**config.mk**
```make
export PLATFORM = sky130hd
export DESIGN_NAME = freq_meter
export DESIGN_NICKNAME = d
export VERILOG_FILES = /design/src/rtl/freq_meter.sv
export SDC_FILE = /design/constraint.sdc
export NUM_CORES = 1
export LEC_CHECK = 0
export CAP_MARGIN = 15
export CORE_MARGIN = 3
export CORE_UTILIZATION = 35
export DETAILED_ROUTE_END_ITERATION = 16
export GPL_TIMING_DRIVEN = 0
export SLEW_MARGIN = 20
export SYNTH_ARGS = -nofsm -noshare
export SYNTH_HDL_FRONTEND = slang
export SYNTH_SLANG_ARGS = --single-unit
```
**constraint.sdc**
```tcl
create_clock -name clk -period 4.2 [get_ports clk]
set_clock_uncertainty 0.2 [all_clocks]
set_input_delay 1.05 -clock clk [delete_from_list [all_inputs] [get_ports clk]]
set_output_delay 1.05 -clock clk [all_outputs]
set_load 0.1 [all_outputs]
```
**src/rtl/freq_meter.sv**
```systemverilog
// Gated edge counter: counts synchronized rising edges of sig_in over
// back-to-back windows of GATE_CYCLES clocks and publishes each count.
module freq_meter #(
  parameter int GATE_CYCLES = 50_000_000,
  parameter int CNT_W       = 32
) (
  input  logic             clk,
  input  logic             rst,
  input  logic             en,
  input  logic             sig_in,
  output logic [CNT_W-1:0] freq,
  output logic             freq_valid,
  output logic             ovf,
  output logic             busy
);

  localparam int                GATE_W    = $clog2(GATE_CYCLES);
  localparam logic [GATE_W-1:0] GATE_LAST = GATE_W'(GATE_CYCLES - 1);
  localparam logic [CNT_W-1:0]  CNT_MAX   = '1;

  typedef enum logic [1:0] {
    IDLE,
    ARM,
    MEASURE
  } state_t;

  state_t              state;
  logic                s1, s2, s3;
  logic                rise;
  logic                arm_cnt;
  logic [GATE_W-1:0]   gate_cnt;
  logic [CNT_W-1:0]    edge_cnt;
  logic                sat;

  function automatic logic [CNT_W-1:0] sat_inc(input logic [CNT_W-1:0] cnt,
                                                input logic             inc);
    if (inc && (cnt != CNT_MAX)) return cnt + 1'b1;
    return cnt;
  endfunction

  function automatic logic sat_drop(input logic [CNT_W-1:0] cnt,
                                    input logic             inc);
    return inc && (cnt == CNT_MAX);
  endfunction

  // Input stage: two-flop synchronizer plus one delayed sample for edge detect
  always_ff @(posedge clk) begin
    if (!rst) begin
      s1 <= 1'b0;
      s2 <= 1'b0;
      s3 <= 1'b0;
    end else begin
      s1 <= sig_in;
      s2 <= s1;
      s3 <= s2;
    end
  end

  assign rise = s2 & ~s3;

  // Control and counting stage
  always_ff @(posedge clk) begin
    if (!rst) begin
      state      <= IDLE;
      arm_cnt    <= 1'b0;
      gate_cnt   <= '0;
      edge_cnt   <= '0;
      sat        <= 1'b0;
      freq       <= '0;
      freq_valid <= 1'b0;
      ovf        <= 1'b0;
      busy       <= 1'b0;
    end else begin
      freq_valid <= 1'b0;
      case (state)
        IDLE: begin
          gate_cnt <= '0;
          edge_cnt <= '0;
          sat      <= 1'b0;
          arm_cnt  <= 1'b0;
          if (en) begin
            state <= ARM;
            busy  <= 1'b1;
          end
        end
        ARM: begin
          // two cycles let any edge left in the synchronizer drain uncounted
          if (!en) begin
            state <= IDLE;
            busy  <= 1'b0;
          end else begin
            arm_cnt <= ~arm_cnt;
            if (arm_cnt) begin
              state    <= MEASURE;
              gate_cnt <= '0;
              edge_cnt <= '0;
              sat      <= 1'b0;
            end
          end
        end
        MEASURE: begin
          if (!en) begin
            state    <= IDLE;
            busy     <= 1'b0;
            gate_cnt <= '0;
            edge_cnt <= '0;
            sat      <= 1'b0;
          end else if (gate_cnt == GATE_LAST) begin
            // a rise on the final cycle still belongs to the ending window
            freq       <= sat_inc(edge_cnt, rise);
            ovf        <= sat | sat_drop(edge_cnt, rise);
            freq_valid <= 1'b1;
            gate_cnt   <= '0;
            edge_cnt   <= '0;
            sat        <= 1'b0;
          end else begin
            gate_cnt <= gate_cnt + 1'b1;
            edge_cnt <= sat_inc(edge_cnt, rise);
            sat      <= sat | sat_drop(edge_cnt, rise);
          end
        end
        default: begin
          state <= IDLE;
          busy  <= 1'b0;
        end
      endcase
    end
  end

endmodule
```
==> results_tabular.tex <==
\begin{tabular}{lr}
\hline
Metric & Value \\
\hline
\multicolumn{2}{l}{\textbf{Status}} \\
Result of the run & finished clean \\
\multicolumn{2}{l}{\textbf{Setup path}} \\
Max FO, Critical Path & 10 \\
Number of buffer and inverter instances along the worst setup path & 4 \\
Data required time of the worst path & 4.27 ns \\
Crit-path slowest cell & a211oi\_1 \\
Cell family with the largest share of critical-path delay & buffers and inverters \\
Kind of end point of the critical path & register \\
List of cells traversed by the critical path & buf\_2 -> clkinv\_1 -> a211oi\_1 -> clkbuf\_1 -> buf\_1 -> o21ai\_0 -> a31oi\_1 \\
Crit Path Class & input port to register \\
Slowest Stage Delay on Critical Path & 0.90 ns \\
Startpoint kind of the worst setup timing path & input port \\
Data arrival time of the critical path & roughly 3.8 ns \\
\multicolumn{2}{l}{\textbf{Synth}} \\
Gate Count Post-Synth & 575 \\
Number of synthesized register bits & 100 \\
Seq/Total Area, Yosys & 0.414 \\
Share of flip-flops with an asynchronous set or reset & 0 \\
Prevailing post-synth register cell & dfxtp\_1 \\
Synthesized net count & 585 \\
Number of synthesized flops with an enable pin & 0 \\
Mapped Avg Cell Area & approximately 8.4 µm² \\
Synth unique cells & 56 \\
Post-synthesis instance area & 0.00483 mm² \\
Syn. warnings & 0 \\
\multicolumn{2}{l}{\textbf{Clock tree}} \\
Clock tree from TritonCTS & built \\
Clock sinks & 100 \\
Post-CTS resize count & 0 \\
\# hold bufs at CTS & 0 \\
Clock tree buffer depth & 2 \\
Clock latency at the later pin of the worst-skew pair & between 0.3 and 0.4 ns \\
Total CTS buffers & 9 \\
CTS clk-pin slew, worst paths & 0.07 ns \\
Root cell of the clock tree & clkbuf\_16 \\
CTS HTree Levels & 3 \\
Post-CTS setup buffers & 0 \\
\multicolumn{2}{l}{\textbf{Pwr}} \\
Worst ir drop on vdd & 0.172 mV \\
Total Power & 1.95 mW \\
Total power per unit cell area & roughly 340 mW/mm² \\
Static leakage & 1.90 nW \\
\multicolumn{2}{l}{\textbf{GRT}} \\
Grt met3 use & 0.0352 \\
Busiest metal layer after global routing & met2 \\
Number of global-route vias before repair & 4072 \\
Global Route Usage Sum & 0.177 \\
Pin count of the biggest net entering global routing & 16 \\
Met1 track demand over resource in global routing & 0.259 \\
Initial antenna violation count & 0 \\
Global-route wire length before repair & 21300 µm \\
Congestion Overflow GR & 0 \\
Met2 Track Usage GR & 0.262 \\
\multicolumn{2}{l}{\textbf{Detailed routing}} \\
Count of vias placed by the detailed router & between 4000 and 5000 \\
Remaining number of nets flagged by the antenna check after routing & 0 \\
DRC errors left & 0 \\
Wirelength per Cell & 16.2 µm \\
Initial DRC Count & about 380 \\
Detail-routed via count per cell & approximately 5.5 \\
Total Wirelength & between 10000 and 15000 µm \\
Drt first pass iters & 8 \\
\multicolumn{2}{l}{\textbf{Place}} \\
Port Buf Inserts & 36 \\
Last weighted congestion value of the routability-driven placer & just over 0.9 \\
HPWL Detailed & 9190 µm \\
Post-DP Area & 0.00542 mm² \\
\multicolumn{2}{l}{\textbf{Flow run}} \\
Total of max-cap violations & 0 \\
\multicolumn{2}{l}{\textbf{Timing}} \\
Worst slew pin tran & 0.979 ns \\
Highest clock frequency the design can meet & roughly 270 MHz \\
Fin. max-slew vios & 0 \\
RSZ-0062 raised after global routing & false \\
Final hold violations & 0 \\
Time the final worst path needs with I/O delays and setup & 3.75 ns \\
Count of endpoints failing setup in the final report & 0 \\
Part of the cycle the worst path needs & 0.893 \\
Worst slew margin & 0.345 \\
Total Neg Setup Slack & 0 ns \\
\multicolumn{2}{l}{\textbf{Floorplan}} \\
Core Footprint & roughly 0.013 mm² \\
Number of top-level pins & 39 \\
Die Height & roughly 120 µm \\
Effective utilization at floorplan & 0.361 \\
Area of the die & between 0.015 and 0.02 mm² \\
Horizontal extent of the die & 124 µm \\
Row count & 42 \\
\multicolumn{2}{l}{\textbf{Cells and area}} \\
Net count of the finished layout & 632 \\
Area Overhead vs Synth & 18.7\% \\
Diodes inserted & 0 \\
Share of cells above drive strength 1 & 0.0670 \\
Finished layout cell area & roughly 0.0057 mm² \\
Filler cells & 1333 \\
\multicolumn{2}{l}{\textbf{Hold path}} \\
Class of the tightest hold or removal check & register to register \\
\hline
\end{tabular}
## report_power, final
group / switching (mW) / total (mW) / leakage [nW] / internal [mW]
Sequential: 0.00453 / 0.958 / 0.806 / 0.954
Clock: 0.351 / 0.889 / 0.153 / 0.538
Combinational: 0.0785 / 0.106 / 0.936 / 0.0279
Total: 0.434 / 1.95 / 1.90 / 1.52
## placed cells by master (no fill, tap or decap), types with 9 or more instances in the layout
| master | Yosys | layout |
|---|---|---|
| a211oi_1 | 10 | 10 |
| a21oi_1 | 45 | 45 |
| a31oi_1 | 28 | 28 |
| and3_1 | 15 | 15 |
| buf_2 | 15 | 15 |
| clkbuf_1 | 10 | 12 |
| clkbuf_16 | 0 | 9 |
| clkdlybuf4s50_1 | 0 | 36 |
| dfxtp_1 | 100 | 100 |
| inv_1 | 11 | 11 |
| nand2_1 | 45 | 45 |
| nand3_1 | 30 | 30 |
| nand4_1 | 19 | 19 |
| nor2_1 | 51 | 51 |
| o21ai_0 | 39 | 39 |
| or3_1 | 9 | 9 |
| xnor2_1 | 24 | 24 |
| xor2_1 | 27 | 27 |
## worst reg2reg max path, delay by kind of cell (launching register included)
family / cells / cell delay, ns
AOI/OAI and AO/OA: 4 / 0.90
adders and majority gates: 1 / 0.28
buffers and inverters: 2 / 0.86
DFF: 1 / 0.39
and+or+nand+nor: 2 / 0.56
## path summary, 6_finish.rpt
| kind | start | to | slack, ns | cells past startpoint |
|---|---|---|---|---|
| max | rst | edge_cnt[21] | 0.45 | 7 |
| min | s1 | s2 | 0.23 | 1 |
| max reg2reg | edge_cnt[0] | edge_cnt[31] | 0.90 | 9 |
| min reg2reg | s1 | s2 | 0.23 | 1 |
## cells by family (layout without fill, tap and decap cells)
family | Yosys count | after routing | synth area share
AOI/OAI and AO/OA | 156 | 156 | 0.198
xor gates and xnor gates | 51 | 51 | 0.0924
adders and majority gates | 6 | 6 | 0.0155
buffers and inverters | 42 | 94 | 0.0388
DFF | 100 | 100 | 0.414
muxes | 1 | 1 | 0.00207
and+or+nand+nor | 219 | 219 | 0.239
## cells in the mapped netlist (all sizes together) (11+ instances only)
| cell | number | area [µm²] |
|---|---|---|
| a21oi | 45 | 225 |
| nor3 | 11 | 71.3 |
| nand4 | 19 | 119 |
| nor2 | 52 | 198 |
| xnor2 | 24 | 210 |
| buf | 20 | 105 |
| a31oi | 28 | 175 |
| inv | 11 | 41.3 |
| dfxtp | 100 | 2000 |
| o21ai | 44 | 220 |
| nand2 | 45 | 169 |
| xor2 | 27 | 236 |
| nand3 | 30 | 150 |
| and3 | 15 | 93.8 |
## layout make-up
| class | instances | area, µm² | share of cell area |
|---|---|---|---|
| sequential | 100 | 2000 | 0.349 |
| clock inverter | 4 | 72.6 | 0.0126 |
| clock buffer | 12 | 246 | 0.0429 |
| multi-input combinational | 433 | 2650 | 0.462 |
| tap | 176 | 220 | 0.0384 |
| timing repair buffer | 36 | 360 | 0.0628 |
| buffer | 30 | 143 | 0.0249 |
| inverter | 12 | 45.0 | 0.00785 |
## stage by stage
step	hold WS, ns	util	setup slack [ns]	std cells
after floorplan	0.212	-	1.23	575
after global placement	0.217	0.404	0.190	787
after detailed placement	0.218	0.404	0.177	787
after CTS	0.234	0.428	0.525	803
after global routing	0.259	0.428	0.250	803
final	0.234	0.428	0.451	803
## registers in the layout (all words and copies together) (netlist names)
name,count
sat,1
busy,1
s3,1
ovf,1
freq,32
arm_cnt,1
gate_cnt,26
edge_cnt,32
s2,1
s1,1
freq_valid,1
state,2
## metal layers
layer	wire length [µm]	vias to the layer above	share of wire
li1	-	2187	-
met4	207	0	0.016
met2	5460	119	0.42
met5	0	-	0
met3	752	15	0.058
met1	6570	2067	0.51
(Power assumes the default switching activity.)
